===== src/rtl/mem_wb_latch.sv =====
// MEM/WB pipeline register: dcache-miss stall FSM, bubble injection and flush.
// Optional MEMWB_PERF_EN adds saturating stall_cycles / wb_retired counters.
module mem_wb_latch #(
  parameter int unsigned WORD_W = 32
) (
  input  logic              CLK,
  input  logic              nRST,
  input  logic              mem_valid,
  input  logic              mem_RegWrite,
  input  logic              mem_RegDst,
  input  logic              mem_JAL,
  input  logic              mem_MemToReg,
  input  logic              mem_dREN,
  input  logic              mem_dWEN,
  input  logic [WORD_W-1:0] mem_Instruction,
  input  logic [WORD_W-1:0] mem_ALUResult,
  input  logic [WORD_W-1:0] mem_PC4,
  input  logic              dhit,
  input  logic [WORD_W-1:0] dload,
  input  logic              flush,
  output logic              mem_stall,
  output logic              wb_valid,
  output logic              wb_RegWrite,
  output logic              wb_RegDst,
  output logic              wb_JAL,
  output logic              wb_MemToReg,
  output logic [WORD_W-1:0] wb_Instruction,
  output logic [WORD_W-1:0] wb_ALUResult,
  output logic [WORD_W-1:0] wb_PC4,
  output logic [WORD_W-1:0] wb_dload
`ifdef MEMWB_PERF_EN
  ,
  output logic [31:0]       stall_cycles,
  output logic [31:0]       wb_retired
`endif
);

  typedef enum logic {
    IDLE,
    MEMWAIT
  } state_t;

  state_t state, next_state;
  logic   acc;
  logic   bubble;

  assign acc    = mem_valid & (mem_dREN | mem_dWEN);
  assign bubble = flush | mem_stall | ~mem_valid;

  always_ff @(posedge CLK or negedge nRST) begin
    if (!nRST) state <= IDLE;
    else       state <= next_state;
  end

  // flush deliberately does not touch the FSM: the dcache access still has to finish
  always_comb begin
    next_state = state;
    unique case (state)
      IDLE:    if (acc && !dhit) next_state = MEMWAIT;
      MEMWAIT: if (dhit)         next_state = IDLE;
      default:                   next_state = IDLE;
    endcase
  end

  always_comb begin
    mem_stall = acc & ~dhit;
  end

  always_ff @(posedge CLK or negedge nRST) begin
    if (!nRST) begin
      wb_valid       <= 1'b0;
      wb_RegWrite    <= 1'b0;
      wb_RegDst      <= 1'b0;
      wb_JAL         <= 1'b0;
      wb_MemToReg    <= 1'b0;
      wb_Instruction <= '0;
      wb_ALUResult   <= '0;
      wb_PC4         <= '0;
      wb_dload       <= '0;
    end else if (bubble) begin
      wb_valid       <= 1'b0;
      wb_RegWrite    <= 1'b0;
      wb_RegDst      <= 1'b0;
      wb_JAL         <= 1'b0;
      wb_MemToReg    <= 1'b0;
      wb_Instruction <= '0;
      wb_ALUResult   <= '0;
      wb_PC4         <= '0;
      wb_dload       <= '0;
    end else begin
      wb_valid       <= 1'b1;
      wb_RegWrite    <= mem_RegWrite;
      wb_RegDst      <= mem_RegDst;
      wb_JAL         <= mem_JAL;
      wb_MemToReg    <= mem_MemToReg;
      wb_Instruction <= mem_Instruction;
      wb_ALUResult   <= mem_ALUResult;
      wb_PC4         <= mem_PC4;
      // dREN together with dWEN is treated as a load
      wb_dload       <= (mem_dREN && dhit) ? dload : '0;
    end
  end

`ifdef MEMWB_PERF_EN
  always_ff @(posedge CLK or negedge nRST) begin
    if (!nRST) begin
      stall_cycles <= '0;
      wb_retired   <= '0;
    end else begin
      if (mem_stall && (stall_cycles != '1)) stall_cycles <= stall_cycles + 32'd1;
      if (!bubble && (wb_retired != '1))     wb_retired   <= wb_retired + 32'd1;
    end
  end
`endif

endmodule


===== config.mk =====
export PLATFORM = sky130hd
export DESIGN_NAME = mem_wb_latch
export DESIGN_NICKNAME = d
export VERILOG_FILES = /design/src/rtl/mem_wb_latch.sv
export SDC_FILE = /design/constraint.sdc
export NUM_CORES = 1
export LEC_CHECK = 0
export ABC_CLOCK_PERIOD_IN_PS = 800
export CORE_ASPECT_RATIO = 0.7
export CORE_MARGIN = 3
export CORE_UTILIZATION = 37
export CTS_CLUSTER_SIZE = 20
export DETAILED_ROUTE_END_ITERATION = 7
export MAX_ROUTING_LAYER = met4
export PLACE_DENSITY = 0.8
export SLEW_MARGIN = 30
export SYNTH_ARGS = -nofsm -noshare
export SYNTH_HDL_FRONTEND = slang
export SYNTH_SLANG_ARGS = --single-unit

===== constraint.sdc =====
create_clock -name CLK -period 0.8 [get_ports CLK]
set_input_delay 0.08 -clock CLK [delete_from_list [all_inputs] [get_ports CLK]]
set_output_delay 0.08 -clock CLK [all_outputs]
set_load 0.005 [all_outputs]

=== Word level (Yosys, flattened, before mapping) ===
Cells that the tools add are included.

* Bits in registers: 133
* Bits of input ports: 139
* Output and inout bits: 134
* Word-level logic and storage cells: 27

* Multiplexer cells: 10
* Bitwise operators: 7
* Reductions and logical operators: 1

{| class="wikitable"
|+ Operator list
! cell !! number
|-
| 32-bit two-way mux || 5
|-
| 1-bit two-way mux || 5
|-
| 1-bit bitwise OR || 3
|-
| 1-bit bitwise AND || 2
|-
| 1-bit inverter || 2
|-
| 1-bit logical AND || 1
|}

=== Logic depth before layout (Yosys ltp) ===
Gate-level depths: netlist of run 1.

* Depth in word-level cells: 6
* Depth in mapped cells: 4
* Depth with buffers taken out: 2

=== Worst setup path before layout of run 1 ===
Ideal clock, no wire load.

* Kind: input to register
* Start: input dhit
* End: register wb_ALUResult[0]
* Setup time: 0.120 ns
* Data arrival time: 0.653 ns
* Data required time: 0.680 ns
* Setup slack: 0.028 ns
* Stages on the path: 4
* Buffers on the path: 2
* Path through: o21bai_4 buf_6 buf_2 and3_1

* Word-level cells in the longest chain between the ends: 5

{| class="wikitable"
|+ Ends and longest elaborated chain
! item !! line !! text
|-
| start, declared || 18 || <nowiki>input logic dhit,</nowiki>
|-
| 1-bit inverter || 66 || <nowiki>mem_stall = acc & ~dhit;</nowiki>
|-
| 1-bit bitwise AND || 66 ||
|-
| 1-bit bitwise OR (2 in a row) || 48 || <nowiki>assign bubble = flush | mem_stall | ~mem_valid;</nowiki>
|-
| 32-bit two-way mux || 80 || <nowiki>end else if (bubble) begin</nowiki>
|-
| end signal, assigned || 97 || <nowiki>wb_ALUResult <= mem_ALUResult;</nowiki>
|-
| end, declared || 28 || <nowiki>output logic [WORD_W-1:0] wb_ALUResult,</nowiki>
|}

Every way passes these cells.

=== Final worst setup path of run 1 ===
* Start: register wb_PC4[22]
* End: output wb_PC4[22]

{| class="wikitable"
|+ RTL lines
! item !! line !! text
|-
| start, declared || 29 || <nowiki>output logic [WORD_W-1:0] wb_PC4,</nowiki>
|-
| start signal, assigned || 98 || <nowiki>wb_PC4 <= mem_PC4;</nowiki>
|}

No word-level cell between the ends.

==> results of run 1 <==
metrics by stage:
step	area, sq um	util (%)	setup WS (ns)	cells	TNS [ns]
finish	7440	65.7	-0.184	749	-20.53
global route	7440	65.7	-0.221	749	-26.01
CTS	7450	65.7	-0.207	749	-23.84
detailed placement	7350	64.9	-0.556	712	-81.50
global placement	7350	64.9	-0.546	712	-76.96
floorplan	4420	-	0.0277	296	0
flip-flops by register name, indices dropped and copies added, names as in the netlist:
| register | cells |
|---|---|
| wb_ALUResult | 32 |
| wb_Instruction | 32 |
| wb_JAL | 1 |
| wb_MemToReg | 1 |
| wb_PC4 | 32 |
| wb_RegDst | 1 |
| wb_RegWrite | 1 |
| wb_dload | 32 |
| wb_valid | 1 |
final timing paths:
check                                startpoint                         to  slack [ns]  depth (start not counted)
setup / recovery           wb_PC4[22]$_DFF_PN0_                 wb_PC4[22]       -0.18                          1
hold / removal                             nRST  wb_ALUResult[9]$_DFF_PN0_        0.13                          2
max in group asynchronous                  nRST      wb_dload[3]$_DFF_PN0_        0.20                          3
min in group CLK                       dload[6]      wb_dload[6]$_DFF_PN0_        0.24                          2
cells in the final DEF, fill, tap and decap left out, drive strengths merged:
master / instances
clkbuf: 20
nor2b: 1
bufbuf: 1
inv: 1
o21bai: 1
bufinv: 4
dlygate4sd2: 4
nor2: 1
clkdlybuf4s15: 1
and3: 100
and2: 33
clkinv: 6
and4b: 1
buf: 154
dfrtp: 133
clkinvlp: 2
dlygate4sd3: 1
clkdlybuf4s50: 132
layout make-up:
| type | count | share of cell area [%] |
|---|---|---|
| multi-input cells | 137 | 11.9 |
| inverters | 1 | 0.0504 |
| repair buffers | 293 | 32.1 |
| clock inverters | 12 | 2.37 |
| clock buffers | 20 | 6.27 |
| flip-flops and latches | 133 | 44.7 |
| well taps | 153 | 2.57 |
cell families after synthesis:
| group | Yosys count |
|---|---|
| simple gates | 136 |
| buf+inv | 26 |
| flops | 133 |
| compound gates | 1 |
power by group:
| group | internal (W) | leakage [nW] | switching [W] |
|---|---|---|---|
| clock | 0.00547 | 0.312 | 0.00281 |
| sequential | 0.00692 | 1.82 | 0.0000463 |
| combinational | 0.000975 | 2.13 | 0.000562 |
| total | 0.0134 | 4.27 | 0.00342 |
what timing repair did:
item                                    CTS  global route
buffers inserted                          1             0
endpoints found under the setup margin  267           170
pin swaps                                 0             1
gates resized for setup                 540             6
cloned                                    3             0
hold buffers                              1             0
endpoints found under the hold margin   133             0
layer usage:
layer	up-vias	part of all wire [%]	global-route usage (%)
met1	1678	41	24.7
met5	-	0	-
li1	1559	-	-
met3	14	7.9	6.37
met4	0	1.2	6.04
met2	172	50	33.5
==> impl_summary.log, run 1 <==
[metrics] arrival time at the worst endpoint: 0.90 ns
[metrics] Power per Cell Area: 2250 nW/um^2
[metrics] CTS tree: built
[metrics] vias after detailed routing: 3423
[metrics] share of layout cells above drive strength 1: 32.0%
[metrics] RSZ-0062 raised after global routing: true
[metrics] maximum capacitance violations: 0
[metrics] number of inserted diodes: 0
[metrics] ratio of final minimum period to clock period: 123%
[metrics] time the worst path needs with I/O delays and setup: 0.984 ns
[metrics] total I/O pin count: 273
[metrics] Die ar.: 13300 sq um
[metrics] Worst setup EP type: output port
[metrics] Rel. slew slack: 79.5%
[metrics] Worst path top cell family by delay: flip-flops
[metrics] Simple-Gate Fraction of Synth Area: 19.5%
[metrics] chain of cells forming the critical path: buf_2
[metrics] Layout fillers: 864
[metrics] total setup violations reported at the end of the flow: 133
[metrics] Routed Antenna Nets: 0
[metrics] XOR/XNOR Fraction of Synth Area: 0%
[metrics] all-layer global routing usage: 20.6%
[metrics] number of antenna violations at the first check in global routing: 0
[metrics] Peak Freq: 1020 MHz
[metrics] sequential-to-total area share from yosys stat: 75.2%
[metrics] share of synthesized area spent on multiplexers: 0%
[metrics] Commonest cells post-synth: dfrtp_1, and3_1, and2_1
[metrics] most frequent cell after synthesis: dfrtp_1
[metrics] floorplan die width: 137 um
[metrics] cell at the root of the clock tree: clkbuf_16
[metrics] Mapped Cells: 296
[metrics] number of buffers created by CTS: 17
[metrics] Total Nets Final: 722
[metrics] number of DRC markers after the initial detailed-route iteration: 104
[metrics] max-slew violation total from the final report: 0
[metrics] launching element type of the critical path: flip-flop
[metrics] number of input and output port buffers inserted: 272
[metrics] most frequently used flop master after synthesis: dfrtp_1
[metrics] leftover overflow at the end of global routing: 0
[metrics] H-Tree Level Count: 4
[metrics] weighted congestion at the end of routability-driven global placement: 0.758
[metrics] area used by multi-input combinational logic: 887 sq um
[metrics] Mapped Nets: 435
[metrics] total standard cell area after synthesis: 4420 sq um
[metrics] count of final hold-check violations: 0
[metrics] longest individual stage delay on the worst path: 0.38 ns
[metrics] adder and majority gate portion of the synthesized area: 0%
[metrics] count of state elements after synthesis: 133
[metrics] post-detailed-route wirelength per cell: 17.5 um
[metrics] global-route wire length before repair: 20300 um
[metrics] share of async-settable or async-resettable flops after synthesis: 100%
[metrics] EDFF count, synth: 0
[metrics] outcome: finished with violations
[metrics] post-synthesis area per instance: 14.9 sq um
[metrics] Hold Worst Slack: 0.133 ns
[metrics] top cell type's share of synthesized area: 75.2%
[metrics] Seq. cell area: 3330 sq um
[metrics] effective utilization at floorplan: 39.0%
[metrics] smallest setup slack after layout: -0.184 ns
[metrics] Setup Crit Path Kind: reg2out
[metrics] top cell type by total area after synthesis: dfrtp_1
[metrics] largest buffer count on any clock path: 2
[metrics] violated checks: negative setup slack
[metrics] average vias per placed instance: 4.57
[metrics] row count: 32
[metrics] total power: 0.0168 W
[metrics] synthesis-to-layout area growth: 68.3%
[metrics] wirelength, routed: 13100 um
[metrics] worst slew pin tran: 0.307 ns
[metrics] Critical Path RT: 0.72 ns
[metrics] count of warnings emitted by yosys: 0
[metrics] Compound-Gate Fraction of Synth Area: 0.424%
[metrics] maximum number of pins on one net before global-route repair: 44
[metrics] main combinational cell family by area after synthesis: simple AND/OR/NAND/NOR gates
[metrics] leakage power figure: 4.27 nW
[metrics] detailed placement HPWL: 9310 um
[metrics] via count of the first global-routing pass: 3723
[metrics] sum of buffers and inverters on the critical path: 1
[metrics] drt pass-1 iters: 6
[metrics] critical path peak fanout: 1
[metrics] Hold/Removal Path Class: in2async
[metrics] DRC violation count after routing: 0
[metrics] standard cell with the maximum stage delay on the critical path: dfrtp_1
[metrics] clock slew at the register clock pins of the worst setup and hold paths: 0.06 ns
[metrics] chip height: 97.5 um
[metrics] Sink Count: 133
[metrics] count of cell types in the netlist: 12
[metrics] peak supply drop: 1.82 mV
[metrics] top cells by area in the synthesized netlist: dfrtp_1, and3_1, and2_1, buf_6, buf_2
[metrics] placeable core area: 11300 sq um
(Power assumes the default switching activity.)
==> run 2: changes to the inputs <==
--- a/config.mk
+++ b/config.mk
@@ -5,6 +5,7 @@
 export SDC_FILE = /design/constraint.sdc
 export NUM_CORES = 1
 export LEC_CHECK = 0
+export ABC_AREA = 1
 export ABC_CLOCK_PERIOD_IN_PS = 800
 export CORE_ASPECT_RATIO = 0.7
 export CORE_MARGIN = 3
==> run 2 against run 1 <==
  * Largest power group unchanged
  * Clock-buffer cell count is 2 higher
  * Sequential share of layout area down 1.0 points
  * The flow still finishes with violations (negative setup slack)
  * Synthesized cell count increased by 44%
  * Flip-flop and latch count unchanged
  * Via count up 7.8%
  * Sequential power rose by 0.6%
  * Final cell count up 19%
  * Global-route usage hardly changed
  * Worst hold slack got worse by 0.015 ns
  * Combinational power rose by 14%
  * First-iteration DRC count shrank 1.9%
  * Synthesized area grew 1.7%
==> impl_summary.log, run 2 <==
[metrics] outcome: finished with violations
[metrics] violated checks: negative setup slack
[metrics] most frequent cell after synthesis: nor2_1
[metrics] worst slew pin tran: 0.296 ns (-0.0114 ns)
[metrics] most used cells in the layout excluding fill and tap cells: buf_2, dfrtp_1, clkdlybuf4s50_1, nor2_1, inv_1
[metrics] Sequential Power Share: 44.2% (+2.7 points)
[metrics] net switching power: 0.00347 W (+1.4%)
[metrics] Hold Worst Slack: 0.118 ns (-0.0151 ns)
[metrics] number of inserted diodes: 0 (unchanged)
[metrics] RSZ-0062 raised after global routing: true
[metrics] share of synthesized area spent on multiplexers: 0% (unchanged)
[metrics] share of layout cells above drive strength 1: 27.8% (-4.3 points)
[metrics] Routed Antenna Nets: 0 (unchanged)
[metrics] top cell type by total area after synthesis: dfrtp_1
[metrics] Commonest cells post-synth: nor2_1, dfrtp_1, inv_1
[metrics] sw frac: 21.9% (+1.5 points)
[metrics] synthesis-to-layout area growth: 69.3%
[metrics] maximum capacitance violations: 0 (unchanged)
[metrics] leakage power figure: 4.40 nW (+3.2%)
[metrics] design internal power: 0.0124 W (-7.4%)
[metrics] share of async-settable or async-resettable flops after synthesis: 100% (unchanged)
[metrics] Simple-Gate Fraction of Synth Area: 14.2% (-5.3 points)
[metrics] placeable core area: 11800 sq um (+4.2%)
[metrics] count of state elements after synthesis: 133 (unchanged)
[metrics] number of buffers created by CTS: 17 (unchanged)
[metrics] count of final hold-check violations: 0 (unchanged)
[metrics] Final Instance Count excl. Fillers: 892 (+19%)
[metrics] leftover overflow at the end of global routing: 0 (unchanged)
[metrics] Die ar.: 13500 sq um (+1.6%)
[metrics] H-Tree Level Count: 4 (unchanged)
[metrics] Power per Cell Area: 2080 nW/um^2 (-7.8%)
[metrics] Seq. cell area: 3330 sq um (unchanged)
[metrics] global-route wire length before repair: 20500 um (+1.0%)
[metrics] ratio of final minimum period to clock period: 123% (+0.32 points)
[metrics] part of the total power dissipated in combinational logic: 11.0% (+1.8 points)
[metrics] longest individual stage delay on the worst path: 0.37 ns (about the same)
[metrics] max-slew violation total from the final report: 0 (unchanged)
[metrics] Hold/Removal Path Class: in2async
[metrics] total setup violations reported at the end of the flow: 133 (unchanged)
[metrics] floorplan die width: 138 um (+0.82%)
[metrics] Worst setup EP type: output port
[metrics] number of DRC markers after the initial detailed-route iteration: 102 (-1.9%)
[metrics] time the worst path needs with I/O delays and setup: 0.987 ns (+0.00253 ns)
[metrics] number of input and output port buffers inserted: 272 (unchanged)
[metrics] maximum number of pins on one net before global-route repair: 67 (+52%)
[metrics] total I/O pin count: 273 (unchanged)
[metrics] Layout fillers: 939 (+8.7%)
[metrics] number of cells in the design after placement: 849 (+19%)
[metrics] weighted congestion at the end of routability-driven global placement: 0.751 (-0.88%)
[metrics] critical path peak fanout: 1 (unchanged)
[metrics] DRC violation count after routing: 0 (unchanged)
[metrics] detailed placement HPWL: 9440 um (+1.3%)
[metrics] via count of the first global-routing pass: 3877 (+4.1%)
[metrics] Worst path top cell family by delay: flip-flops
[metrics] total power: 0.0158 W (-5.6%)
[metrics] peak supply drop: 1.28 mV (-30%)
[metrics] vias after detailed routing: 3690 (+7.8%)
[metrics] cell at the root of the clock tree: clkbuf_16
[metrics] top cell type's share of synthesized area: 74.0% (-1.3 points)
[metrics] XOR/XNOR Fraction of Synth Area: 0% (unchanged)
[metrics] count of warnings emitted by yosys: 0 (unchanged)
[metrics] row count: 33 (+3.1%)
[metrics] most common library cell in the layout ignoring fill and taps: buf_2
[metrics] Critical Path RT: 0.72 ns (about the same)
[metrics] EDFF count, synth: 0 (unchanged)
[metrics] effective utilization at floorplan: 38.1% (-0.93 points)
[metrics] top cells by area in the synthesized netlist: dfrtp_1, nor2_1, inv_1, nand2_1, buf_6
[metrics] Core Util, Final: 64.5% (-1.2 points)
[metrics] adder and majority gate portion of the synthesized area: 0% (unchanged)
[metrics] Peak Freq: 1010 MHz (-0.26%)
[metrics] arrival time at the worst endpoint: 0.91 ns (about the same)
[metrics] chip height: 98.3 um (+0.81%)
[metrics] Mapped Nets: 565 (+30%)
[metrics] Sink Count: 133 (unchanged)
[metrics] main combinational cell family by area after synthesis: simple AND/OR/NAND/NOR gates
[metrics] launching element type of the critical path: flip-flop
[metrics] largest buffer count on any clock path: 2 (unchanged)
[metrics] Compound-Gate Fraction of Synth Area: 0% (-0.42 points)
[metrics] CTS tree: built
[metrics] wirelength, routed: 13300 um (+1.8%)
[metrics] Total Nets Final: 862 (+19%)
[metrics] most frequently used flop master after synthesis: dfrtp_1
[metrics] count of cell types in the netlist: 9 (-3)
[metrics] smallest setup slack after layout: -0.187 ns (-0.00253 ns)
[metrics] Setup Crit Path Kind: reg2out
[metrics] post-synthesis area per instance: 10.6 sq um (-29%)
[metrics] average vias per placed instance: 4.14 (-9.5%)
[metrics] clock network fraction of design power: 44.7% (-4.6 points)
[metrics] post-placement worst setup slack: -0.632 ns (-0.0756 ns)
[metrics] Rel. slew slack: 80.3% (+0.76 points)
[metrics] standard cell with the maximum stage delay on the critical path: dfrtp_1
[metrics] drt pass-1 iters: 4 (-2)
[metrics] clock slew at the register clock pins of the worst setup and hold paths: 0.05 ns (about the same)
[metrics] chain of cells forming the critical path: buf_2
[metrics] number of antenna violations at the first check in global routing: 0 (unchanged)
[metrics] all-layer global routing usage: 20.6% (+0.025 points)
[metrics] total standard cell area after synthesis: 4500 sq um (+1.7%)
[metrics] post-detailed-route wirelength per cell: 15.0 um (-14%)
[metrics] area used by multi-input combinational logic: 704 sq um (-21%)
[metrics] Mapped Cells: 426 (+44%)
[metrics] sequential-to-total area share from yosys stat: 74.0% (-1.3 points)
[metrics] WP depth: 1 (unchanged)
[metrics] sum of buffers and inverters on the critical path: 1 (unchanged)
## run 2: layout make-up
type / instances / share of cell area [%]
sequential: 133 / 43.7
tap: 157 / 2.58
multi-input combinational: 170 / 9.25
inverter: 106 / 5.22
clock inverter: 9 / 1.05
clock buffer: 22 / 6.09
timing repair buffer: 295 / 32.1
## run 2: cells by family after synthesis
logic type / count (synthesis)
buffers and inverters: 123
flip-flops: 133
AND/OR/NAND/NOR: 170
## run 2: how the worst max path moves through the flow
stage	startpoint	to
floorplan	mem_valid	wb_dload[22]$_DFF_PN0_
global placement	mem_valid	mem_stall
detailed placement	mem_valid	mem_stall
CTS	wb_PC4[4]$_DFF_PN0_	wb_PC4[4]
global route	wb_ALUResult[9]$_DFF_PN0_	wb_ALUResult[9]
finish	wb_dload[13]$_DFF_PN0_	wb_dload[13]
## run 2: timing repair
action,CTS,global route
gates cloned,4,0
buffers inserted,6,1
endpoints found under the hold margin,133,0
gates resized for setup,569,7
setup endpoints to repair,267,153
pin swaps,6,2
hold buffers,1,0
## run 2: metal layers
layer	GRT usage, %	up-vias	share of wire, %
li1	-	1771	-
met1	23.1	1741	38
met2	34.8	166	51
met3	6.59	12	9.2
met4	6.83	0	1.2
met5	-	-	0
## run 2: stage by stage
stage,area (sq um),TNS (ns)
finish,7620,-20.96
global route,7620,-26.15
CTS,7580,-23.69
detailed placement,7450,-91.66
global placement,7450,-87.36
floorplan,4500,0
## run 2: power groups by stage
stage | clock [W] | combinational (W) | sequential, W
final | 0.00708 | 0.00175 | 0.00700
after global routing | 0.00760 | 0.00191 | 0.00701
after CTS | 0.00725 | 0.00175 | 0.00700
after detailed placement | 0 | 0.00178 | 0.00713
after global placement | 0 | 0.00175 | 0.00711
after floorplan | 0 | 0.000363 | 0.00715
==> run 3: changes to the inputs <==
--- a/config.mk
+++ b/config.mk
@@ -7,13 +7,12 @@
 export LEC_CHECK = 0
 export ABC_AREA = 1
 export ABC_CLOCK_PERIOD_IN_PS = 800
-export CORE_ASPECT_RATIO = 0.7
-export CORE_MARGIN = 3
-export CORE_UTILIZATION = 37
+export CORE_AREA = 3 3 104 106
 export CTS_CLUSTER_SIZE = 20
 export DETAILED_ROUTE_END_ITERATION = 7
+export DIE_AREA = 0 0 107 109
+export DONT_BUFFER_PORTS = 1
 export MAX_ROUTING_LAYER = met4
-export PLACE_DENSITY = 0.8
 export SLEW_MARGIN = 30
 export SYNTH_ARGS = -nofsm -noshare
 export SYNTH_HDL_FRONTEND = slang
==> constraint.sdc (replaced) <==
create_clock -name CLK -period 0.8 [get_ports CLK]
set_input_delay 0.08 -clock CLK [delete_from_list [all_inputs] [get_ports CLK]]
set_output_delay 0.08 -clock CLK [all_outputs]
set_load 0.1 [all_outputs]
==> run 3 against run 2 <==
  * The run ends with negative hold slack, negative setup slack left
  * Critical path depth is the same
  * Final cell count shrank 4.9%
  * Wire length up 41%
  * Sequential share of layout area down 6.6 points
  * Largest cell class is now non-clock buffers
  * Highest routed layer unchanged
==> impl_summary.log, run 3 (same netlist as run 2, synthesis figures left out) <==
[metrics] Routed Antenna Nets: 0 (unchanged)
[metrics] Critical Path RT: 0.72 ns (about the same)
[metrics] Total Nets Final: 841 (-2.4%)
[metrics] worst setup path start: wb_Instruction[12]$_DFF_PN0_
[metrics] placeable core area: 9860 sq um (-16%)
[metrics] most common library cell in the layout ignoring fill and taps: buf_12
[metrics] DRC violation count after routing: 0 (unchanged)
[metrics] maximum number of pins on one net before global-route repair: 134 (+100%)
[metrics] number of DRC markers after the initial detailed-route iteration: 267 (+160%)
[metrics] Peak Freq: 831 MHz (-18%)
[metrics] H-Tree Level Count: 4 (unchanged)
[metrics] CTS tree: built
[metrics] met2 Track Usage GR: 62.9% (+28 points)
[metrics] Worst setup EP type: output port
[metrics] RSZ-0062 raised after global routing: true
[metrics] met3 Usage GRT: 9.53% (+2.9 points)
[metrics] area of all placed cells without fillers: 9410 sq um (+24%)
[metrics] arrival time at the worst endpoint: 1.12 ns (+0.21 ns)
[metrics] longest individual stage delay on the worst path: 0.43 ns (+0.06 ns)
[metrics] violated checks: negative hold slack, negative setup slack
[metrics] smallest setup slack after layout: -0.403 ns (-0.216 ns)
[metrics] clock slew at the register clock pins of the worst setup and hold paths: 0.06 ns (about the same)
[metrics] chip height: 109 um (+11%)
[metrics] vias after detailed routing: 4053 (+9.8%)
[metrics] outcome: finished with violations
[metrics] number of input and output port buffers inserted: 0 (-100%)
[metrics] share of layout cells above drive strength 1: 43.1% (+15 points)
[metrics] wirelength, routed: 18800 um (+41%)
[metrics] global-route wire length before repair: 27600 um (+35%)
[metrics] standard cell with the maximum stage delay on the critical path: dfrtp_2
[metrics] Hold/Removal Path Class: in2async
[metrics] ratio of final minimum period to clock period: 150% (+27 points)
[metrics] max-slew violation total from the final report: 0 (unchanged)
[metrics] detailed placement HPWL: 9590 um (+1.6%)
[metrics] number of inserted diodes: 0 (unchanged)
[metrics] drt pass-1 iters: 5 (+1)
[metrics] cell at the root of the clock tree: clkbuf_8
[metrics] post-placement worst setup slack: -0.157 ns (+0.475 ns)
[metrics] Power per Cell Area: 1990 nW/um^2 (-4.0%)
[metrics] synthesis-to-layout area growth: 109%
[metrics] Setup Crit Path Kind: reg2out
[metrics] maximum capacitance violations: 0 (unchanged)
[metrics] Hold Worst Slack: -0.733 ns (-0.851 ns)
[metrics] launching element type of the critical path: flip-flop
[metrics] number of antenna violations at the first check in global routing: 0 (unchanged)
[metrics] leftover overflow at the end of global routing: 0 (unchanged)
[metrics] number of buffers created by CTS: 17 (unchanged)
[metrics] global-route met1 utilization: 32.4% (+9.3 points)
[metrics] Worst path top cell family by delay: flip-flops
[metrics] row count: 36 (+9.1%)
[metrics] total setup violations reported at the end of the flow: 133 (unchanged)
[metrics] chain of cells forming the critical path: buf_12
[metrics] Layout fillers: 222 (-76%)
[metrics] last element of the critical path: wb_Instruction[12]
[metrics] total I/O pin count: 273 (unchanged)
[metrics] WP depth: 1 (unchanged)
[metrics] time the worst path needs with I/O delays and setup: 1.20 ns (+0.216 ns)
[metrics] busiest layer in global routing: met2
[metrics] most used cells in the layout excluding fill and tap cells: buf_12, dlygate4sd3_1, dfrtp_2, nor2_1, inv_1
[metrics] critical path peak fanout: 1 (unchanged)
[metrics] effective utilization at floorplan: 45.6% (+7.5 points)
[metrics] floorplan die width: 107 um (-22%)
[metrics] peak supply drop: 1.61 mV (+26%)
[metrics] weighted congestion at the end of routability-driven global placement: 0.761 (+1.3%)
[metrics] post-detailed-route wirelength per cell: 22.1 um (+48%)
[metrics] all-layer global routing usage: 33.9% (+13 points)
[metrics] average vias per placed instance: 4.78 (+16%)
[metrics] worst slew pin tran: 0.287 ns (-0.00890 ns)
[metrics] Die ar.: 11700 sq um (-14%)
[metrics] count of final hold-check violations: 133 (+133)
[metrics] Rel. slew slack: 80.9% (+0.59 points)
[metrics] sum of buffers and inverters on the critical path: 1 (unchanged)
[metrics] post-place instance area: 7470 sq um (+0.32%)
[metrics] largest buffer count on any clock path: 2 (unchanged)
[metrics] leakage power figure: 4.48 nW (+1.8%)
[metrics] via count of the first global-routing pass: 4757 (+23%)
[metrics] Sink Count: 133 (unchanged)
==> run 3: cell count changes in the layout (fill, tap and decap cells not counted), moves of 11 or more <==
cell             change
nor2_1              +11
buf_12             +130
dfrtp_1            -133
dfrtp_2            +133
dlygate4sd3_1      +132
clkdlybuf4s50_1    -132
buf_2              -135
==> run 3: worst min path at each step <==
stage | start | end | slack, ns | cells after the start
floorplan | nRST | wb_ALUResult[0]$_DFF_PN0_ | -0.22 | 0
global placement | nRST | wb_PC4[10]$_DFF_PN0_ | -0.21 | 0
detailed placement | nRST | wb_PC4[10]$_DFF_PN0_ | -0.21 | 0
CTS | nRST | wb_Instruction[5]$_DFF_PN0_ | -0.76 | 0
global route | nRST | wb_RegDst$_DFF_PN0_ | -0.77 | 0
finish | nRST | wb_PC4[11]$_DFF_PN0_ | -0.73 | 0
==> run 3: area by class of cell <==
| class | count | area, sq um | area share (%) |
|---|---|---|---|
| flip-flops and latches | 133 | 3490 | 37.1 |
| well taps | 133 | 166 | 1.77 |
| inverters | 106 | 402 | 4.27 |
| clock buffers | 23 | 467 | 4.96 |
| repair buffers | 274 | 4100 | 43.6 |
| multi-input cells | 170 | 651 | 6.91 |
| clock inverters | 9 | 125 | 1.33 |
==> run 3: where the power goes <==
group,internal [W],switching (W)
Combinational,0.00142,0.00230
Sequential,0.00699,0.000210
Clock,0.00498,0.00287
==> run 3: layer usage <==
metal	vias to the layer above	part of all wire [%]
met5	-	0
met4	0	4.4
met3	64	7.9
met2	278	55
met1	1986	32
li1	1725	-
==> run 3: stage by stage <==
stage | TNS, ns | instances | utilization [%] | hold slack [ns] | power [W]
floorplan | -1.88 | 426 | - | -0.216 | 0.00916
global placement | -5.89 | 682 | 75.8 | -0.210 | 0.0103
detailed placement | -14.82 | 682 | 75.8 | -0.210 | 0.0104
CTS | -52.68 | 848 | 95.3 | -0.756 | 0.0186
global route | -55.00 | 848 | 95.4 | -0.770 | 0.0193
finish | -50.22 | 848 | 95.4 | -0.733 | 0.0188
==> run 3: what timing repair did <==
item	CTS	global route
endpoints found under the hold margin	265	134
buffers inserted	1	0
hold buffers	133	1
pin swaps	1	0
gates resized for setup	0	2
setup endpoints to repair	134	161
